### src/rtl/f2h_arb_pkg.sv
// Shared widths, FSM state and pending-read entry type for the f2h_sdram0 two-port arbiter.
package f2h_arb_pkg;
  localparam int ADDR_W  = 26;
  localparam int DATA_W  = 128;
  localparam int BE_W    = DATA_W / 8;
  localparam int BURST_W = 9;

  typedef enum logic [1:0] {IDLE, CMD, WBURST} state_t;

  typedef struct packed {
    logic               owner;
    logic [BURST_W-1:0] len;
  } pend_t;

  // A burstcount of zero is handled as a single beat everywhere.
  function automatic logic [BURST_W-1:0] eff_len(input logic [BURST_W-1:0] bc);
    return (bc == '0) ? BURST_W'(1) : bc;
  endfunction
endpackage

### src/rtl/f2h_sdram_arbiter_if.sv
// Avalon-MM bursting bus bundle; master drives commands, slave answers with wait/read data.
interface f2h_sdram_arbiter_if;
  import f2h_arb_pkg::*;
  logic [ADDR_W-1:0]  address;
  logic               read;
  logic               write;
  logic [DATA_W-1:0]  writedata;
  logic [BE_W-1:0]    byteenable;
  logic [BURST_W-1:0] burstcount;
  logic               waitrequest;
  logic [DATA_W-1:0]  readdata;
  logic               readdatavalid;

  modport master (output address, read, write, writedata, byteenable, burstcount,
                  input  waitrequest, readdata, readdatavalid);
  modport slave  (input  address, read, write, writedata, byteenable, burstcount,
                  output waitrequest, readdata, readdatavalid);
endinterface

### src/rtl/f2h_arb_pend_fifo.sv
// Pending read owner/length FIFO; simultaneous push and pop are both honoured even when full.
module f2h_arb_pend_fifo
  import f2h_arb_pkg::*;
#(
  parameter int DEPTH = 8
) (
  input  logic  clk,
  input  logic  rst_n,
  input  logic  push,
  input  pend_t push_data,
  input  logic  pop,
  output pend_t head,
  output logic  full,
  output logic  empty
);
  localparam int PW = $clog2(DEPTH);

  pend_t         mem [DEPTH];
  logic [PW-1:0] wr_ptr, rd_ptr;
  logic [PW:0]   count;
  logic          do_push, do_pop;

  assign do_pop  = pop & ~empty;
  assign do_push = push & (~full | do_pop);
  assign full    = (count == (PW+1)'(DEPTH));
  assign empty   = (count == '0);
  assign head    = mem[rd_ptr];

  always_ff @(posedge clk or negedge rst_n) begin
    if (!rst_n) begin
      wr_ptr <= '0;
      rd_ptr <= '0;
      count  <= '0;
    end else begin
      if (do_push) wr_ptr <= wr_ptr + PW'(1);
      if (do_pop)  rd_ptr <= rd_ptr + PW'(1);
      count <= count + (PW+1)'(do_push) - (PW+1)'(do_pop);
    end
  end

  always_ff @(posedge clk) begin
    if (do_push) mem[wr_ptr] <= push_data;
  end
endmodule

### src/rtl/f2h_sdram_arbiter.sv
// Round-robin two-requester arbiter for the HPS f2h_sdram0 port: write bursts are locked,
// read bursts are tagged in a pending FIFO so returning beats reach the issuing requester.
module f2h_sdram_arbiter
  import f2h_arb_pkg::*;
#(
  parameter int PEND_DEPTH = 8
) (
  input  logic                       clk_clk,
  input  logic                       reset_reset_n,
  f2h_sdram_arbiter_if.slave         m0,
  f2h_sdram_arbiter_if.slave         m1,
  f2h_sdram_arbiter_if.master        sdram,
  output logic                       err_orphan_rdv
);
  state_t             state;
  logic               g, last_grant;
  logic [BURST_W-1:0] beats_left, head_cnt, mg_len;
  logic               req0, req1, mg_rd, mg_wr;
  logic               full, empty, push, pop, rd_ok;
  logic               cmd_rd, cmd_wr, accept, stall, hit;
  pend_t              head, push_data;

  assign req0   = m0.read | m0.write;
  assign req1   = m1.read | m1.write;
  assign mg_rd  = g ? m1.read  : m0.read;
  assign mg_wr  = g ? m1.write : m0.write;
  assign mg_len = eff_len(g ? m1.burstcount : m0.burstcount);

  assign sdram.address    = g ? m1.address    : m0.address;
  assign sdram.writedata  = g ? m1.writedata  : m0.writedata;
  assign sdram.byteenable = g ? m1.byteenable : m0.byteenable;
  assign sdram.burstcount = g ? m1.burstcount : m0.burstcount;

  // A pop in this cycle frees a slot, so a read stalled on a full FIFO goes out in the pop cycle.
  assign rd_ok  = ~full | pop;
  assign cmd_wr = ((state == CMD) || (state == WBURST)) && mg_wr;
  assign cmd_rd = (state == CMD) && !mg_wr && mg_rd && rd_ok;
  assign sdram.read  = cmd_rd;
  assign sdram.write = cmd_wr;
  assign accept = (cmd_rd | cmd_wr) & ~sdram.waitrequest;
  assign push   = cmd_rd & ~sdram.waitrequest;
  assign push_data = '{owner: g, len: mg_len};

  assign stall = (state == IDLE) || ((state == CMD) && !mg_wr && mg_rd && !rd_ok)
                 || sdram.waitrequest;
  assign m0.waitrequest = g ? 1'b1  : stall;
  assign m1.waitrequest = g ? stall : 1'b1;

  always_ff @(posedge clk_clk or negedge reset_reset_n) begin
    if (!reset_reset_n) begin
      state      <= IDLE;
      g          <= 1'b0;
      last_grant <= 1'b1;
      beats_left <= '0;
    end else begin
      case (state)
        IDLE: if (req0 | req1) begin
          g     <= (req0 & req1) ? ~last_grant : req1;
          state <= CMD;
        end
        CMD: if (!(mg_rd | mg_wr)) begin
          state <= IDLE;
        end else if (accept) begin
          last_grant <= g;
          if (cmd_wr && mg_len > BURST_W'(1)) begin
            beats_left <= mg_len - BURST_W'(1);
            state      <= WBURST;
          end else begin
            state <= IDLE;
          end
        end
        WBURST: if (accept) begin
          beats_left <= beats_left - BURST_W'(1);
          if (beats_left == BURST_W'(1)) state <= IDLE;
        end
        default: state <= IDLE;
      endcase
    end
  end

  // Return path runs independently of the command FSM.
  assign hit = sdram.readdatavalid & ~empty;
  assign pop = hit && ((head_cnt + BURST_W'(1)) == head.len);

  always_ff @(posedge clk_clk or negedge reset_reset_n) begin
    if (!reset_reset_n) begin
      head_cnt       <= '0;
      err_orphan_rdv <= 1'b0;
    end else begin
      if (hit) head_cnt <= pop ? '0 : head_cnt + BURST_W'(1);
      if (sdram.readdatavalid && empty) err_orphan_rdv <= 1'b1;
    end
  end

  assign m0.readdatavalid = hit & ~head.owner;
  assign m1.readdatavalid = hit &  head.owner;
  assign m0.readdata      = sdram.readdata;
  assign m1.readdata      = sdram.readdata;

  f2h_arb_pend_fifo #(.DEPTH(PEND_DEPTH)) u_pend (
    .clk       (clk_clk),
    .rst_n     (reset_reset_n),
    .push      (push),
    .push_data (push_data),
    .pop       (pop),
    .head      (head),
    .full      (full),
    .empty     (empty)
  );
endmodule

### src/flat_wrapper.sv
// flat-port wrapper written by rule: the top's interface ports become plain ports
module f2h_sdram_arbiter_flat import f2h_arb_pkg::*;
#(
  parameter int PEND_DEPTH = 8
)
  (clk_clk, reset_reset_n, err_orphan_rdv, m0_address, m0_read, m0_write, m0_writedata, m0_byteenable, m0_burstcount, m0_waitrequest, m0_readdata, m0_readdatavalid, m1_address, m1_read, m1_write, m1_writedata, m1_byteenable, m1_burstcount, m1_waitrequest, m1_readdata, m1_readdatavalid, sdram_address, sdram_read, sdram_write, sdram_writedata, sdram_byteenable, sdram_burstcount, sdram_waitrequest, sdram_readdata, sdram_readdatavalid);
  f2h_sdram_arbiter_if m0_i ();
  f2h_sdram_arbiter_if m1_i ();
  f2h_sdram_arbiter_if sdram_i ();
  input  logic clk_clk;
  input  logic reset_reset_n;
  output logic err_orphan_rdv;
  input wire logic [$bits(m0_i.address)-1:0] m0_address;
  input wire logic [$bits(m0_i.read)-1:0] m0_read;
  input wire logic [$bits(m0_i.write)-1:0] m0_write;
  input wire logic [$bits(m0_i.writedata)-1:0] m0_writedata;
  input wire logic [$bits(m0_i.byteenable)-1:0] m0_byteenable;
  input wire logic [$bits(m0_i.burstcount)-1:0] m0_burstcount;
  output wire logic [$bits(m0_i.waitrequest)-1:0] m0_waitrequest;
  output wire logic [$bits(m0_i.readdata)-1:0] m0_readdata;
  output wire logic [$bits(m0_i.readdatavalid)-1:0] m0_readdatavalid;
  input wire logic [$bits(m1_i.address)-1:0] m1_address;
  input wire logic [$bits(m1_i.read)-1:0] m1_read;
  input wire logic [$bits(m1_i.write)-1:0] m1_write;
  input wire logic [$bits(m1_i.writedata)-1:0] m1_writedata;
  input wire logic [$bits(m1_i.byteenable)-1:0] m1_byteenable;
  input wire logic [$bits(m1_i.burstcount)-1:0] m1_burstcount;
  output wire logic [$bits(m1_i.waitrequest)-1:0] m1_waitrequest;
  output wire logic [$bits(m1_i.readdata)-1:0] m1_readdata;
  output wire logic [$bits(m1_i.readdatavalid)-1:0] m1_readdatavalid;
  output wire logic [$bits(sdram_i.address)-1:0] sdram_address;
  output wire logic [$bits(sdram_i.read)-1:0] sdram_read;
  output wire logic [$bits(sdram_i.write)-1:0] sdram_write;
  output wire logic [$bits(sdram_i.writedata)-1:0] sdram_writedata;
  output wire logic [$bits(sdram_i.byteenable)-1:0] sdram_byteenable;
  output wire logic [$bits(sdram_i.burstcount)-1:0] sdram_burstcount;
  input wire logic [$bits(sdram_i.waitrequest)-1:0] sdram_waitrequest;
  input wire logic [$bits(sdram_i.readdata)-1:0] sdram_readdata;
  input wire logic [$bits(sdram_i.readdatavalid)-1:0] sdram_readdatavalid;
  assign m0_i.address = m0_address;
  assign m0_i.read = m0_read;
  assign m0_i.write = m0_write;
  assign m0_i.writedata = m0_writedata;
  assign m0_i.byteenable = m0_byteenable;
  assign m0_i.burstcount = m0_burstcount;
  assign m0_waitrequest = m0_i.waitrequest;
  assign m0_readdata = m0_i.readdata;
  assign m0_readdatavalid = m0_i.readdatavalid;
  assign m1_i.address = m1_address;
  assign m1_i.read = m1_read;
  assign m1_i.write = m1_write;
  assign m1_i.writedata = m1_writedata;
  assign m1_i.byteenable = m1_byteenable;
  assign m1_i.burstcount = m1_burstcount;
  assign m1_waitrequest = m1_i.waitrequest;
  assign m1_readdata = m1_i.readdata;
  assign m1_readdatavalid = m1_i.readdatavalid;
  assign sdram_address = sdram_i.address;
  assign sdram_read = sdram_i.read;
  assign sdram_write = sdram_i.write;
  assign sdram_writedata = sdram_i.writedata;
  assign sdram_byteenable = sdram_i.byteenable;
  assign sdram_burstcount = sdram_i.burstcount;
  assign sdram_i.waitrequest = sdram_waitrequest;
  assign sdram_i.readdata = sdram_readdata;
  assign sdram_i.readdatavalid = sdram_readdatavalid;
  f2h_sdram_arbiter #(.PEND_DEPTH(PEND_DEPTH)) u_core (.clk_clk(clk_clk), .reset_reset_n(reset_reset_n), .m0(m0_i), .m1(m1_i), .sdram(sdram_i), .err_orphan_rdv(err_orphan_rdv));
endmodule
### config.mk
export PLATFORM = sky130hd
export DESIGN_NAME = f2h_sdram_arbiter_flat
export DESIGN_NICKNAME = d
export VERILOG_FILES = /design/src/rtl/f2h_arb_pkg.sv /design/src/rtl/f2h_sdram_arbiter_if.sv /design/src/rtl/f2h_arb_pend_fifo.sv /design/src/rtl/f2h_sdram_arbiter.sv /design/src/flat_wrapper.sv
export SDC_FILE = /design/constraint.sdc
export NUM_CORES = 1
export LEC_CHECK = 0
export CAP_MARGIN = 10
export CELL_PAD_IN_SITES_DETAIL_PLACEMENT = 1
export CELL_PAD_IN_SITES_GLOBAL_PLACEMENT = 2
export CORE_AREA = 3 3 365 367
export DETAILED_ROUTE_END_ITERATION = 6
export DIE_AREA = 0 0 368 370
export PLACE_DENSITY_LB_ADDON = 0.1
export SYNTH_ARGS = -nofsm -noshare
export SYNTH_HDL_FRONTEND = slang
export SYNTH_SLANG_ARGS = --single-unit
### constraint.sdc
create_clock -name clk_clk -period 4.8 [get_ports clk_clk]
set_input_delay 0.72 -clock clk_clk [delete_from_list [all_inputs] [get_ports clk_clk]]
set_output_delay 0.72 -clock clk_clk [all_outputs]
set_load 0.03 [all_outputs]
# Word level (Yosys, flattened, before mapping)
# Memories as Yosys holds them, arrays and structs flattened.
# Index checks and enable logic that the tools add are counted.
[word_totals]
register_bits = 33
ram_bits = 80
output_inout_bits = 442
word_cells = 96
n_memories = 1
[op_classes]
n_addsub = 7
magnitude_cmp = 1
eq_ne = 12
n_mux = 25
n_bitwise = 20
n_reduce_logical = 21
[memory_table]
columns = ["memory", "words", "width", "rd", "rd_ports_with_merged_regs", "wr", "line_no", "rtl"]
rows = [
  ["u_core.u_pend.mem", 8, 10, 1, 0, 1, "f2h_arb_pend_fifo.sv:18", "pend_t mem [DEPTH];"],
]
[ops]
columns = ["cell", "count"]
rows = [
  ["$mux 128", 1],
  ["$mux 9", 7],
  ["$mux 26", 1],
  ["$pmux 9 s2", 1],
  ["$sub 9x1->9 const B", 2],
  ["$mux 16", 1],
  ["$mux 2", 6],
  ["$add 9x1->9 const B", 1],
  ["$eq 9x1->1 const B", 1],
  ["$eq 9x9->1", 1],
  ["$gt 9x1->1 const B", 1],
  ["$logic_not 9->1", 1],
  ["$and 1x1->1", 8],
  ["$logic_and 1x1->1", 8],
  ["$ne 2x2->1 const B", 4],
  ["$mux 1", 7],
  ["$or 1x1->1", 7],
  ["$add 3x1->3 const B", 2],
  ["$pmux 2 s3", 1],
  ["$not 1->1", 5],
  ["$reduce_and 5->1", 1],
  ["$add 4x1->4", 1],
  ["$eq 4x4->1 const B", 1],
  ["$logic_not 4->1", 1],
  ["12 further kinds", 16],
]

# Longest topological paths before layout
# Gate-level depths: netlist of the first run.
[depth]
word_depth = 11
mapped_depth = 16
mapped_depth_nobuf = 15

# Cells and area by module
# Synthesis of the first run repeated with hierarchy kept, for this count alone.
[unflattened]
hier_cells = 888
area_unflattened_um2 = 9862.0
[modules_own_cells]
columns = ["module", "instances", "cells_each", "area_per_inst_um2", "seq_area_each_um2"]
rows = [
  ["f2h_sdram_arbiter", 1, 713, 6169.7, 576.8],
  ["f2h_arb_pend_fifo", 1, 175, 3692.3, 2652.5],
]

# Worst setup path before layout of the first run
# OpenSTA, ideal clock, no wires.
[synth_timing]
kind = "flip-flop to flip-flop"
startpoint = "register u_core.u_pend.rd_ptr[0]"
endpoint = "memory u_core.u_pend.mem[4][0] in the netlist's numbering (enable)"
setup_time_ns = 0.404
t_arrival_ns = 3.277
path_slack_ns = 1.120
stages_incl_launch_ff = 11
n_path_buf = 1
period_less_slack_ns = 3.680
cell_sequence = "dfrtp_1 buf_6 mux4_2 mux2i_1 xnor2_1 o211ai_1 nor4_2 o21ai_2 inv_2 nand2_1 nor4_1"
[synth_via]
elab_chain_cells = 9
[synth_lines]
columns = ["item", "line_no", "rtl"]
rows = [
  ["from (decl)", "f2h_arb_pend_fifo.sv:19", "logic [PW-1:0] wr_ptr, rd_ptr;"],
  ["from (signal assigned)", "f2h_arb_pend_fifo.sv:36", "if (do_pop) rd_ptr <= rd_ptr + PW'(1);"],
  ["$mem_v2 8x10", "--", ""],
  ["$eq 9x9->1", "f2h_sdram_arbiter.sv:83", "assign pop = hit && ((head_cnt + BURST_W'(1)) == head.len);"],
  ["$logic_and 1x1->1", "f2h_sdram_arbiter.sv:83", ""],
  ["$or 1x1->1", "f2h_sdram_arbiter.sv:35", "assign rd_ok = ~full | pop;"],
  ["$logic_and 1x1->1", "f2h_sdram_arbiter.sv:37", "assign cmd_rd = (state == CMD) && !mg_wr && mg_rd && rd_ok;"],
  ["via sdram_read", "flat_wrapper.sv:32", "output wire logic [$bits(sdram_i.read)-1:0] sdram_read;"],
  ["$and 1x1->1", "f2h_sdram_arbiter.sv:41", "assign push = cmd_rd & ~sdram.waitrequest;"],
  ["$and 1x1->1", "f2h_arb_pend_fifo.sv:24", "assign do_push = push & (~full | do_pop);"],
  ["$mux 1", "f2h_arb_pend_fifo.sv:42", "if (do_push) mem[wr_ptr] <= push_data;"],
  ["$mux 1 (implied by the code)", "f2h_arb_pend_fifo.sv:42", ""],
  ["to (decl)", "f2h_arb_pend_fifo.sv:18", ""],
]
# The timed path passes the listed nets, and every way through them passes these cells.

# Worst setup path after layout of the first run
[layout_timing]
startpoint = "register u_core.head_cnt[0]"
endpoint = "output m1_waitrequest"
[layout_via]
elab_chain_cells = 9
[layout_lines]
columns = ["item", "line_no", "rtl"]
rows = [
  ["from (decl)", "f2h_sdram_arbiter.sv:17", "logic [BURST_W-1:0] beats_left, head_cnt, mg_len;"],
  ["from (signal assigned)", "f2h_sdram_arbiter.sv:90", "if (hit) head_cnt <= pop ? '0 : head_cnt + BURST_W'(1);"],
  ["$add 9x1->9", "f2h_sdram_arbiter.sv:83", ""],
  ["$eq 9x9->1", "f2h_sdram_arbiter.sv:83", ""],
  ["$logic_and 1x1->1", "f2h_sdram_arbiter.sv:83", ""],
  ["$or 1x1->1", "f2h_sdram_arbiter.sv:35", ""],
  ["$logic_not 1->1", "f2h_sdram_arbiter.sv:44", "assign stall = (state == IDLE) || ((state == CMD) && !mg_wr && mg_rd && !rd_ok)"],
  ["$logic_and 1x1->1", "f2h_sdram_arbiter.sv:44", ""],
  ["$logic_or 1x1->1", "f2h_sdram_arbiter.sv:44", ""],
  ["$logic_or 1x1->1", "f2h_sdram_arbiter.sv:45", "|| sdram.waitrequest;"],
  ["$mux 1", "f2h_sdram_arbiter.sv:47", "assign m1.waitrequest = g ? stall : 1'b1;"],
  ["to (decl)", "flat_wrapper.sv:28", "output wire logic [$bits(m1_i.waitrequest)-1:0] m1_waitrequest;"],
]
# Every way passes these cells.

==> run_results.csv, run 1 <==
group,metric,value,unit
timing,tns,0,ps
power,cellPowerDensity,508,mW/mm²
clock_network,post_cts.repair.setup_buffers,0,
route,vias,8439,
floorplan,fp.coreArea,0.130,mm²
setup_path,required,4080,ps
timing,finalHoldViolCount,0,
job,cap_violations,0,
floorplan,start_util,7.44,%
final_layout,final_nets,1713,
floorplan,placementRows,132,
timing,tightest_slew,877,ps
global_routing,grt_pass1_wl,123,mm
timing,fin_hold_ws,380,ps
logic_synthesis,yosysSeqAreaShare,33.4,%
logic_synthesis,synth_edf_count,80,
setup_path,path_class,"flop to output pin",
outcome,status,"complete, no violations",
setup_path,cp-startpoint,"u_core.head_cnt[0]",
route,drc,0,
final_layout,seqCellArea,0.00323,mm²
route,drt_iter0_drc,401,
clock_network,cts-hold-fix-buffers,0,
logic_synthesis,synth_area,0.00966,mm²
placed_design,dp_hpwl,93.9,mm
logic_synthesis,ys_seq_elements,113,
final_layout,nFillCells,15130,
logic_synthesis,synth_ff_type,"edfxtp_1",
logic_synthesis,syn_inst,894,
route,totalWireLength,103,mm
timing,period_share,93.5,%
clock_network,clock_path_buffers,2,
final_layout,fin_area,0.0162,mm²
setup_path,cp-endpoint,"m1_waitrequest",
final_layout,layout-drive-gt1-share,22.2,%
timing,max_freq,223,MHz
placed_design,gp_congestion,0.812,
logic_synthesis,synth_top_area_share,24.9,%
setup_path,endpoint_kind,"output pin",
clock_network,clk_latency,440,ps
logic_synthesis,synth.area.top_cells,"edfxtp_1, mux2_2, buf_4",
setup_path,startpoint_type,"flop",
route,dr.pass1.iters,4,
setup_path,crit_fanout,7,
global_routing,grt_max_degree,45,
logic_synthesis,syn_avg_cell_area,10.8,µm²
floorplan,fp.dieH,370,µm
final_layout,utilization,12.5,%
clock_network,cts_tree,"yes",
setup_path,cp_data_arrival_time,3770,ps
route,wl_per_cell,34.6,µm
clock_network,cts-buffers-inserted,17,
clock_network,cts_resized,0,
floorplan,io_pins,936,
timing,finalMaxSlewViolations,0,
power,leakage,5.31,nW
logic_synthesis,yosysWarnings,0,
floorplan,die_area,0.136,mm²
setup_path,r2r-end,"u_core.u_pend.count[2]",
global_routing,first_global_vias,9004,
setup_path,regToRegSetupSlack,820,ps
placed_design,port-buffer-count,551,
final_layout,area_delta_synth_final,67.4,%
timing,min_period,4490,ps
logic_synthesis,syn-num-nets,1405,
global_routing,overflow,0,
final_layout,multiInputGateArea,0.00422,mm²
clock_network,cts_sinks,113,
logic_synthesis,async_flop_share,29.2,%
setup_path,crit-reg2reg-launch,"u_core.head_cnt[0]",
floorplan,die_x,368,µm
clock_network,clk_pin_slew,60,ps
placed_design,place_area,0.0155,mm²
global_routing,antenna_found_initial,81,
min_path,hold_class,"primary input to asynchronous set/reset pin",
logic_synthesis,yosysTopAreaCell,"edfxtp_1",
timing,relSlewSlack,39.9,%
clock_network,h-tree-depth,4,
route,vias_per_cell,2.83,
clock_network,cts_root_buffer,"clkbuf_16",
timing,grt_setup_unrepaired,"no",
timing,skew,15.8,ps
power,vdd_drop_max,0.260,mV
route,ant_nets,0,
global_routing,grt_util_all_layers,14.6,%
timing,setup_viol,0,
setup_path,reg2regPathDepth,15,
power,p_total,8.21,mW
logic_synthesis,synth_cell_types,70,
-- Yosys cell counts (5+ instances only) --
master and number:
dfrtp_1 32, buf_4 258, a31oi_1 10, xor2_1 6
a22oi_1 6, edfxtp_1 80, a21oi_1 10, ha_1 16
nor2_1 19, nand2_1 29, mux4_2 7, or3_1 6
inv_1 29, xnor2_1 12, o21ai_0 23, nor3_1 5
buf_2 6, mux2_2 183, mux2i_1 31, and3_1 5
buf_6 5, nand3_1 9, clkbuf_1 23
-- registers in the layout (all words and copies together) (netlist names) --
name                   flops
u_core.head_cnt            9
u_core.u_pend.wr_ptr       3
u_core.state               2
u_core.err_orphan_rdv      1
u_core.g                   1
u_core.u_pend.count        4
u_core.u_pend.mem         80
u_core.last_grant          1
u_core.beats_left          9
u_core.u_pend.rd_ptr       3
-- routing by layer --
layer | up-vias | wire (µm) | track usage [%]
li1 | 3609 | - | -
met1 | 3943 | 43700 | 18.3
met2 | 695 | 36500 | 18.0
met3 | 138 | 19400 | 12.7
met4 | 54 | 2710 | 3.42
met5 | - | 703 | 2.07
-- worst max-delay path, cell delays in order, from the launching register on --
cell and delay (ps):
dfrtp_1 540, ha_1 330, and4_1 360, a21boi_0 180, a211oi_2 240, o2111ai_1 210, nor4_4 350, nor2_1 90
a211oi_1 230, buf_4 160, nand2_1 50, clkdlybuf4s50_1 600
-- cells in the final DEF, fill, tap and decap left out, types with 4 or more instances in the layout --
cell type	count
clkdlybuf4s50_1	547
mux2_2	183
edfxtp_1	80
buf_4	32
mux2i_1	31
dfrtp_1	31
inv_1	29
nand2_1	29
diode_2	24
o21ai_0	23
nor2_1	19
clkbuf_16	17
ha_1	16
xnor2_1	12
a21oi_1	10
a31oi_1	10
nand3_1	9
mux4_2	7
or3_1	6
a22oi_1	6
xor2_1	6
and3_1	5
nor3_1	5
clkinv_2	5
nand4_1	4
a21o_1	4
nor2b_1	4
a22o_1	4
o2111ai_1	4
nor4_1	4
nand2b_1	4
bufinv_16	4
-- logic make-up (layout without fill, tap and decap cells) --
family | count (synthesis) | after routing | share of synthesized area (%)
compound gates | 90 | 90 | 6.46
simple gates | 108 | 108 | 6.08
buf+inv | 323 | 644 | 23.0
fa+ha+maj | 17 | 17 | 2.28
other cells | 0 | 24 | 0
xor+xnor | 18 | 18 | 1.63
mux | 225 | 225 | 27.1
flops | 113 | 113 | 33.4
-- where the power goes --
group	switching, mW	internal, mW	total [mW]
sequential	0.227	1.24	1.46
combinational	3.43	1.97	5.39
clock	0.476	0.878	1.35
total	4.13	4.08	8.21
-- worst min path at each step --
stage | start | to | cells after the start | slack (ps)
floorplan | reset_reset_n | u_core.beats_left[0] | 0 | 420
global placement | u_core.err_orphan_rdv | u_core.err_orphan_rdv | 1 | 470
detailed placement | u_core.err_orphan_rdv | u_core.err_orphan_rdv | 1 | 480
CTS | reset_reset_n | u_core.u_pend.count[0] | 2 | 380
global route | reset_reset_n | u_core.head_cnt[7] | 2 | 400
finish | reset_reset_n | u_core.u_pend.count[0] | 2 | 380
-- through the flow --
step	std cells	setup slack, ps
5_1_grt	2960	23.4
6_report	2981	313
3_5_place_dp	2925	445
4_1_cts	2957	155
2_1_floorplan	894	1120
3_3_place_gp	2925	465
-- cell type report --
| class | count | share of cell area (%) |
|---|---|---|
| well taps | 1742 | 13.5 |
| repair buffers | 582 | 35.6 |
| clock inverters | 11 | 1.01 |
| multi-input cells | 458 | 26.1 |
| inverters | 30 | 0.696 |
| flip-flops and latches | 113 | 20.0 |
| clock buffers | 21 | 2.78 |
| diodes | 24 | 0.371 |
Note: power is estimated with default switching activity, not from simulation.
==> run 2, diff against run 1 <==
--- a/config.mk
+++ b/config.mk
@@ -11,6 +11,7 @@
 export CORE_AREA = 3 3 365 367
 export DETAILED_ROUTE_END_ITERATION = 6
 export DIE_AREA = 0 0 368 370
+export HOLD_SLACK_MARGIN = 0.1
 export PLACE_DENSITY_LB_ADDON = 0.1
 export SYNTH_ARGS = -nofsm -noshare
 export SYNTH_HDL_FRONTEND = slang
==> constraint.sdc (replaced) <==
create_clock -name clk_clk -period 4.65 [get_ports clk_clk]
set_input_delay 0.6975 -clock clk_clk [delete_from_list [all_inputs] [get_ports clk_clk]]
set_output_delay 0.6975 -clock clk_clk [all_outputs]
set_load 0.03 [all_outputs]
==> run 2 against run 1 <==
Critical path depth up 1. Die area unchanged. Hold slack worse by 40 ps. Register-to-register slack better by 20 ps. Power up 2.7%. Cell count unchanged. Sequential cell count unchanged. Largest cell class unchanged. Non-clock buffer count up 4. Utilization about the same. Critical endpoint unchanged. Combinational power up 4.1%.
==> run_results.csv, run 2 (same netlist as run 1, synthesis figures left out) <==
group,metric,value,unit
outcome,status,"complete, no violations",
global_routing,grt_pass1_wl,124,mm
clock_network,cts-hold-fix-buffers,0,
setup_path,required,3950,ps
final_layout,largestRegisters,"u_core.u_pend.mem: 80 flops, u_core.beats_left: 9 flops, u_core.head_cnt: 9 flops",
route,wl_per_cell,34.7,µm
power,p_clk_share,15.7,%
setup_path,slowest_stage,"clkdlybuf4s50_1",
power,internal_power,4.10,mW
floorplan,fp.dieH,370,µm
clock_network,cts_sinks,113,
route,vias_per_cell,2.86,
setup_path,crit_fanout,7,
timing,period_share,94.8,%
route,dr.pass1.iters,4,
floorplan,die_x,368,µm
floorplan,fp.coreArea,0.130,mm²
final_layout,area_delta_synth_final,67.3,%
final_layout,nFillCells,15148,
global_routing,grt_max_degree,35,
clock_network,clock_path_buffers,2,
clock_network,h-tree-depth,4,
power,vdd_drop_max,0.248,mV
timing,finalMaxSlewViolations,0,
placed_design,port-buffer-count,551,
power,swShare,51.4,%
setup_path,path_class,"flop to output pin",
global_routing,first_global_vias,9024,
route,totalWireLength,104,mm
global_routing,overflow,0,
power,combPwrFrac,66.6,%
clock_network,cts_resized,0,
placed_design,gp_congestion,0.812,
placed_design,place_area,0.0155,mm²
timing,grt_setup_unrepaired,"no",
clock_network,cts-buffers-inserted,17,
final_layout,top_register,"u_core.u_pend.mem",
setup_path,endpoint_kind,"output pin",
timing,min_period,4410,ps
final_layout,layout_commonest_cell,"clkdlybuf4s50_1",
power,p_total,8.43,mW
power,cellPowerDensity,521,mW/mm²
power,leakage,5.29,nW
placed_design,dp_hpwl,94.1,mm
timing,relSlewSlack,37.7,%
final_layout,layout-drive-gt1-share,23.1,%
route,drt_iter0_drc,364,
timing,tns,0,ps
floorplan,placementRows,132,
final_layout,final_cell_mix,"clkdlybuf4s50_1, mux2_2, edfxtp_1",
clock_network,clk_latency,430,ps
final_layout,fin_area,0.0162,mm²
floorplan,start_util,7.44,%
clock_network,clk_pin_slew,60,ps
global_routing,grt_util_all_layers,14.6,%
timing,setup_viol,0,
floorplan,io_pins,936,
timing,tightest_slew,931,ps
setup_path,startpoint_type,"flop",
floorplan,die_area,0.136,mm²
setup_path,path_common_cell,"buf_4",
timing,skew,16.5,ps
final_layout,largest_reg_flops,80,
clock_network,cts_root_buffer,"clkbuf_16",
setup_path,crit_path_max_incr_delay,600,ps
setup_path,cp_data_arrival_time,3710,ps
global_routing,antenna_found_initial,82,
clock_network,post_cts.repair.setup_buffers,0,
job,cap_violations,0,
timing,finalHoldViolCount,0,
route,vias,8535,
timing,fin_hold_ws,340,ps
power,p_sw,4.33,mW
final_layout,final_nets,1717,
setup_path,crit_chain,"ha_2 > nand3_1 > or3_1 > nand3b_1 > o2111ai_1 > nor4_4 > buf_4 > nor2_1 > a211oi_1 > buf_4 > nand2_1 > clkdlybuf4s50_1",
power,power_frac_seq,17.7,%
route,drc,0,
route,ant_nets,0,
min_path,hold_class,"primary input to asynchronous set/reset pin",
clock_network,cts_tree,"yes",
final_layout,utilization,12.5,%
timing,max_freq,227,MHz
==> run 2: changes by cell type in the layout (fill, tap and decap cells not counted), sizes merged, moves of 4 or more <==
cell,previous run,this run
clkbuf,21,17
clkinvlp,0,6
buf,35,41
diode,24,20
clkinv,7,3
inv,30,34
==> run 2: per-layer routing <==
metal	track usage, %	wire [µm]	share of wire [%]
met2	18.3	37200	36
met1	18.1	43900	42
met5	0.890	503	0.49
met3	13.3	19600	19
met4	2.72	2290	2.2
==> run 2: power groups by stage <==
stage	registers, mW	clock network, mW	logic [mW]
2_1_floorplan	1.39	0	3.06
3_3_place_gp	1.53	0	5.74
3_5_place_dp	1.53	0	5.73
4_1_cts	1.51	1.38	5.76
5_1_grt	1.53	1.42	5.91
6_report	1.50	1.32	5.61
==> run 2: worst max-delay path, delay by kind of cell (launching register included) <==
family / cells / cell delay, ps
simple gates: 6 / 1160
compound gates: 2 / 440
buf+inv: 3 / 960
fa+ha+maj: 1 / 270
flops: 1 / 450
==> run 2: per-stage QoR <==
stage,setup slack (ps),std cells
final,241,2981
after global routing,40.8,2963
after CTS,76.6,2961
after detailed placement,570,2929
after global placement,511,2929
after floorplan,970,894
==> run 2: layout make-up <==
type                    count  area [µm²]  share of cell area (%)
multi-input cells         458        4220                    26.1
repair buffers            586        5790                    35.8
clock buffers              17         425                    2.63
inverters                  30         113                   0.696
well taps                1742        2180                    13.5
clock inverters            15         158                   0.975
flip-flops and latches    113        3240                    20.0
diodes                     20        50.0                   0.309
==> run 2: path summary, 6_finish.rpt <==
path / start / to / slack, ps / depth (start not counted)
setup / recovery: u_core.head_cnt[0] / m1_waitrequest / 240 / 12
hold / removal: reset_reset_n / u_core.err_orphan_rdv / 340 / 2
setup reg to reg: u_core.u_pend.rd_ptr[1] / u_core.u_pend.count[2] / 840 / 16
hold reg to reg: u_core.err_orphan_rdv / u_core.err_orphan_rdv / 470 / 1
max in group asynchronous: reset_reset_n / u_core.g / 3860 / 2
min in group clk_clk: u_core.err_orphan_rdv / u_core.err_orphan_rdv / 470 / 1
